--- src/rtl/mem_arbiter.sv ---
// mem_arbiter: two-master round-robin arbiter onto one memory port.
// An in-order ID FIFO steers each response back to its issuing master.
module mem_arbiter #(
  parameter int DATA_WIDTH = 64,
  parameter int ADDR_WIDTH = 64,
  parameter int DEPTH      = 2
) (
  input  logic                           clk_i,
  input  logic                           rst_i,
  input  logic [1:0]                     slv_req_i,
  input  logic [1:0][ADDR_WIDTH-1:0]     slv_address_i,
  input  logic [1:0]                     slv_we_i,
  input  logic [1:0][DATA_WIDTH/8-1:0]   slv_be_i,
  input  logic [1:0][DATA_WIDTH-1:0]     slv_wdata_i,
  output logic [1:0]                     slv_gnt_o,
  output logic [1:0]                     slv_rvalid_o,
  output logic [1:0][DATA_WIDTH-1:0]     slv_rdata_o,
  output logic                           mem_req_o,
  output logic [ADDR_WIDTH-1:0]          mem_address_o,
  output logic                           mem_we_o,
  output logic [DATA_WIDTH/8-1:0]        mem_be_o,
  output logic [DATA_WIDTH-1:0]          mem_wdata_o,
  input  logic                           mem_gnt_i,
  input  logic                           mem_rvalid_i,
  input  logic [DATA_WIDTH-1:0]          mem_rdata_i,
  output logic                           err_o
);

  localparam int PW = $clog2(DEPTH);
  localparam int CW = PW + 1;

  logic [DEPTH-1:0] id_q;
  logic [PW-1:0]    wptr_q;
  logic [PW-1:0]    rptr_q;
  logic [CW-1:0]    cnt_q;
  logic             rr_q;

  logic full;
  logic empty;
  logic sel;
  logic sel_vld;
  logic hs;
  logic pop;
  logic head;

  assign full  = (cnt_q == CW'(DEPTH));
  assign empty = (cnt_q == '0);

  // Sole requester wins; on contention rr_q decides.
  assign sel     = slv_req_i[1] & (~slv_req_i[0] | rr_q);
  assign sel_vld = (|slv_req_i) & ~full & ~rst_i;
  assign hs      = sel_vld & mem_gnt_i;

  always_comb begin
    mem_req_o     = 1'b0;
    mem_address_o = '0;
    mem_we_o      = 1'b0;
    mem_be_o      = '0;
    mem_wdata_o   = '0;
    if (sel_vld) begin
      mem_req_o     = 1'b1;
      mem_address_o = slv_address_i[sel];
      mem_we_o      = slv_we_i[sel];
      mem_be_o      = slv_be_i[sel];
      mem_wdata_o   = slv_wdata_i[sel];
    end
  end

  assign slv_gnt_o[0] = hs & ~sel;
  assign slv_gnt_o[1] = hs & sel;

  assign pop  = mem_rvalid_i & ~empty & ~rst_i;
  assign head = id_q[rptr_q];

  assign slv_rvalid_o[0] = pop & ~head;
  assign slv_rvalid_o[1] = pop & head;
  assign slv_rdata_o     = {2{mem_rdata_i}};

  always_ff @(posedge clk_i or posedge rst_i) begin
    if (rst_i) begin
      id_q   <= '0;
      wptr_q <= '0;
      rptr_q <= '0;
      cnt_q  <= '0;
      rr_q   <= 1'b0;
      err_o  <= 1'b0;
    end else begin
      if (hs) begin
        id_q[wptr_q] <= sel;
        wptr_q       <= wptr_q + 1'b1;
        rr_q         <= ~sel;
      end
      if (pop) begin
        rptr_q <= rptr_q + 1'b1;
      end
      cnt_q <= cnt_q + CW'(hs) - CW'(pop);
      // A response with nothing outstanding is dropped and flagged.
      if (mem_rvalid_i && empty) begin
        err_o <= 1'b1;
      end
    end
  end

endmodule

--- config.mk ---
export PLATFORM = sky130hd
export DESIGN_NAME = mem_arbiter
export DESIGN_NICKNAME = d
export VERILOG_FILES = /design/src/rtl/mem_arbiter.sv
export SDC_FILE = /design/constraint.sdc
export NUM_CORES = 1
export LEC_CHECK = 0
export ABC_AREA = 1
export CORE_AREA = 3 3 238 240
export DETAILED_ROUTE_END_ITERATION = 12
export DIE_AREA = 0 0 241 243
export PLACE_DENSITY = 0.44
export SYNTH_ARGS = -nofsm -noshare
export SYNTH_HDL_FRONTEND = slang
export SYNTH_SLANG_ARGS = --single-unit
--- constraint.sdc ---
create_clock -name clk_i -period 4.1 [get_ports clk_i]
set_input_delay 0.82 -clock clk_i [delete_from_list [all_inputs] [get_ports clk_i]]
set_output_delay 0.82 -clock clk_i [all_outputs]
set_load 0.01 [all_outputs]
==> results of run 1 <==
## stage by stage
step | worst slack (ps) | hold WS (ps)
3_5_place_dp | 246 | 449
5_1_grt | 129 | 495
4_1_cts | 245 | 461
6_report | 220 | 460
2_1_floorplan | 1620 | 444
3_3_place_gp | 250 | 450
## flip-flops by register name, indices dropped and copies added (netlist names)
signal  cells
rr_q        1
wptr_q      1
id_q        2
cnt_q       2
err_o       1
rptr_q      1
## worst max-delay path: stages
cell and delay, ps:
clkdlybuf4s50_1 540, nor2_2 90, nor2_8 160, clkinv_4 180, buf_12 230, a21oi_2 310
clkdlybuf4s50_1 590
## final cells by class
| type | instances | area [um2] | area share [%] |
|---|---|---|---|
| inverters | 10 | 45.0 | 0.555 |
| repair buffers | 442 | 4470 | 55.2 |
| well taps | 704 | 881 | 10.9 |
| multi-input cells | 451 | 2430 | 30.0 |
| clock buffers | 3 | 75.1 | 0.926 |
| flip-flops and latches | 8 | 200 | 2.47 |
## synth_stat cells (all sizes together)
cell type | number | share of area [%]
xnor2 | 1 | 0.22
a21oi | 137 | 30
dfrtp | 8 | 5.1
clkbuf | 4 | 0.38
ha | 1 | 0.32
a21o | 1 | 0.19
inv | 10 | 0.95
o21ai | 2 | 0.25
nand3 | 3 | 0.38
nand4 | 4 | 0.63
nor3 | 1 | 0.13
buf | 169 | 32
nand2 | 291 | 28
xor2 | 1 | 0.22
nor2 | 9 | 1.3
## per-layer routing
layer	vias to the layer above	part of all wire, %	global-route usage [%]
li1	2448	-	-
met1	2162	38	7.01
met4	4	3.8	2.60
met3	60	12	2.36
met2	315	47	12.0
met5	-	0.12	0
## logic make-up (layout without fill, tap and decap cells)
group | Yosys count | count (layout) | synth area share [%]
AND/OR/NAND/NOR | 308 | 308 | 30.6
buffers and inverters | 183 | 455 | 33.4
AO/OA/AOI/OAI | 140 | 140 | 30.2
flip-flops | 8 | 8 | 5.07
XOR/XNOR | 2 | 2 | 0.444
adder cells (fa/ha/maj) | 1 | 1 | 0.317
## final timing paths
| check | slack [ps] | endpoint | depth (start not counted) |
|---|---|---|---|
| min in group asynchronous | 990 | id_q[1] | 3 |
| hold reg to reg | 460 | err_o | 1 |
| max in group asynchronous | 2970 | cnt_q[0] | 3 |
| setup / recovery | 220 | mem_be_o[1] | 7 |
| hold / removal | 460 | err_o | 1 |
| setup reg to reg | 2420 | cnt_q[1] | 10 |
## where the power goes
part           switching [mW]  total [mW]  internal [mW]
Combinational           0.858        1.71          0.852
Clock                  0.0339       0.159          0.125
Sequential             0.0324       0.147          0.115
==> reports/results.ini, run 1 <==
[outcome]
status=complete, no violations

[yosys]
syn_inst=642
ys_warn_count=0
synth.distinct_cells=23
syn-cell-area_um2=3950
syn_nets=987
syn_area_per_cell_um2=6.15
seq_area_frac_synth_pct=5.07
ys_seq_elements=8

[run]
maxCapViolCount=0

[grt]
grt_overflow=0
grt_max_degree=67
antenna_found_initial=3
grt_pass1_wl_mm=30.0
grt_use_total_pct=6.66
grt_pass1_vias=5028

[floorplan]
core_um2=54900
start_util_pct=7.20
die_w_um=241
fp.dieH_um=243
io_pins=615
die_area_um2=58600
rows=86

[power]
power_density_nw_per_um2=249
leakage_nw=2.81
ir_worst_vdd_uv=162
power_mw=2.02

[finish]
final_cell_mix=422 x clkdlybuf4s50_1, 288 x nand2_1, 130 x a21oi_2
layout_commonest_cell=clkdlybuf4s50_1
syn_to_final_growth_pct=105
layout.nets=1261
final_util_pct=14.8
nFillCells=6309
design_area_um2=8110
stdcell_count=1618
antenna_cells=0
drive_gt1_share_pct=17.7

[clocking]
path_clk_slew_ps=40
worstSkewPairLatency_ps=230
cts_tree=built
post_cts_resize_count=0
clock_sinks=8
cts_buffer_depth=2
hold_buffers=0
clock-root-buffer=clkbuf_16
cts_setup_buffers=0
numCtsBuffers=3
cts-htree-levels=1

[critical_path]
path_class=input port to output port
crit_required_ps=3280
startpoint=slv_req_i[1]
critPathMaxFanout=58
cp-start-kind=input port
rr_startpoint=cnt_q[1]
cp.arrival_ps=3060
endpoint_kind=output port

[sta]
clock.fmax_ghz=0.258
setup_viol=0
fin_crit_sh_pct=94.6
grt_setup_unrepaired=no
slew_violations=0
hold_violations=0
relSlewSlack_pct=63.9
fin_skew_ps=0.534
fin_crit_ps=3880
tns_ps=0
max_slew.worst_pin.slew_ps=541

[routing]
drc=0
drt-wirelength-per-cell_um=13.7
vias=4989
via_per_inst=3.08
first_pass_iters=4
routed_wl_mm=22.1
final_antenna_net_count=0
dr.first_iter.drc_count=145

[placement]
place.gp.congestion=0.784
place_area_um2=8030
dp.cells=1615
port_buffers=422
dp_hpwl_mm=18.4

[hold_path]
hold_class=register to register
hold_start=err_o

Power figures use the tool's default switching activity.
==> inputs of run 2 (changes only) <==
Settings changed: CORE_AREA 3 3 238 240 to 3 3 240 242, DIE_AREA 0 0 241 243 to 0 0 243 245, DONT_BUFFER_PORTS set to 1, PLACE_DENSITY 0.44 to 0.3.
==> reports/results.ini, run 2 (synthesis results as in run 1) <==
[sta]
max_slew.worst_pin.slew_ps=1010  ; +469 ps
grt_setup_unrepaired=no
hold_violations=0  ; unchanged
tns_ps=0  ; unchanged
fin_crit_ps=3230  ; -654 ps
slew_violations=0  ; unchanged
fin_skew_ps=1.16  ; +0.625 ps
setup_viol=0  ; unchanged
clock.fmax_ghz=0.310  ; +20%
fin_crit_sh_pct=78.7  ; -16 points
relSlewSlack_pct=32.6  ; -31 points

[power]
p_switching_mw=0.788  ; -15%
pwr-share-comb_pct=75.7  ; -9.1 points
ir_worst_vdd_uv=343  ; +110%
clkPwrFrac_pct=12.9  ; +5.0 points
swShare_pct=62.4  ; +17 points
power_density_nw_per_um2=337  ; +35%
internal_power_mw=0.475  ; -56%
leakage_nw=1.11  ; -60%
p_seq_share_pct=11.4  ; +4.1 points

[floorplan]
die_w_um=243  ; +0.83%
fp.dieH_um=245  ; +0.82%
core_um2=55300  ; +0.78%
die_area_um2=59500  ; +1.7%
rows=86  ; unchanged
io_pins=615  ; unchanged
start_util_pct=7.14  ; -0.056 points

[clocking]
cts_tree=built
clock_sinks=8  ; unchanged
cts_setup_buffers=0  ; unchanged
path_clk_slew_ps=40  ; about the same
numCtsBuffers=3  ; unchanged
cts-htree-levels=1  ; unchanged
hold_buffers=0  ; unchanged
worstSkewPairLatency_ps=230  ; about the same
clock-root-buffer=clkbuf_16
post_cts_resize_count=0  ; unchanged
cts_buffer_depth=2  ; unchanged

[run]
maxCapViolCount=0  ; unchanged

[finish]
largestRegisters=cnt_q: 2 flops, id_q: 2 flops
final_cell_mix=288 x nand2_1, 130 x a21oi_2, 8 x dfrtp_1
syn_to_final_growth_pct=-5.00
layout.nets=824  ; -35%
antenna_cells=0  ; unchanged
stdcell_count=1225  ; -24%
drive_gt1_share_pct=30.8  ; +13 points
layout_commonest_cell=nand2_1

[routing]
vias=3522  ; -29%
drt-wirelength-per-cell_um=12.6  ; -7.5%
dr.first_iter.drc_count=121  ; -17%
final_antenna_net_count=0  ; unchanged
via_per_inst=2.88  ; -6.8%
drc=0  ; unchanged
routed_wl_mm=15.5  ; -30%
first_pass_iters=7  ; +3

[critical_path]
path_class=input port to output port
critPathMaxFanout=79  ; +36%
crit_required_ps=3280  ; about the same
cp-start-kind=input port
endpoint_kind=output port
cp.arrival_ps=2410  ; -650 ps

[placement]
place.gp.congestion=0.754  ; -3.9%
dp_hpwl_mm=13.3  ; -28%
dp.cells=1222  ; -24%
port_buffers=0  ; -100%

[hold_path]
hold_class=input port to async pin

[outcome]
status=complete, no violations

[grt]
grt_max_degree=93  ; +39%
grt_overflow=0  ; unchanged
antenna_found_initial=0  ; -3
grt_use_total_pct=4.45  ; -2.2 points
grt_pass1_wl_mm=20.6  ; -31%
grt_pass1_vias=3423  ; -32%

run 2: cell types whose count changed in the layout (fill, tap and decap cells not counted), sizes merged:
cell	previous run	this run
clkinv	1	0
inv	9	10
clkdlybuf4s50	422	0
buf	20	5
run 2: final cells by class:
cell class,count,area (um2)
Multi-Input combinational cell,451,2430
Timing Repair Buffer,5,62.6
Fill cell,6558,51600
Inverter,10,45.0
Clock buffer,3,75.1
Sequential cell,8,200
Tap cell,748,936
run 2: path summary, 6_finish.rpt:
kind	cells past startpoint	to	startpoint	slack, ps
setup / recovery	5	mem_wdata_o[52]	slv_req_i[0]	870
hold / removal	1	rr_q	rst_i	390
setup reg to reg	10	cnt_q[1]	cnt_q[1]	2350
hold reg to reg	2	id_q[0]	id_q[0]	470
max in group asynchronous	1	wptr_q	rst_i	3510
min in group clk_i	2	id_q[0]	id_q[0]	470
run 2: per-layer routing:
metal  vias to the layer above  GRT usage [%]  share of wire [%]
met3                        65           1.20                 11
met5                         -              0                  0
met1                      1552           4.54                 34
met2                       337           8.05                 49
li1                       1568              -                  -
met4                         0           2.88                6.0
run 2: stage by stage:
step	utilization, %	power, mW	hold slack (ps)	setup slack, ps	area (um2)
3_5_place_dp	6.65	1.12	466	860	3680
4_1_cts	6.78	1.28	403	859	3750
2_1_floorplan	-	1.13	444	1620	3950
6_report	6.78	1.26	394	875	3750
5_1_grt	6.78	1.37	409	735	3750
3_3_place_gp	6.65	1.10	474	888	3680
run 2: critical path, cell delays in order:
cell     delay (ps)
nor2_2          210
nor2_8          100
inv_6           570
buf_12          370
a21oi_1         160
run 2: power by group through the flow:
stage          registers, mW  clock network [mW]  logic, mW
2_1_floorplan          0.138                   0      0.992
3_3_place_gp           0.145                   0      0.953
3_5_place_dp           0.146                   0      0.970
5_1_grt                0.150               0.171       1.05
4_1_cts                0.145               0.166      0.972
6_report               0.144               0.163      0.956
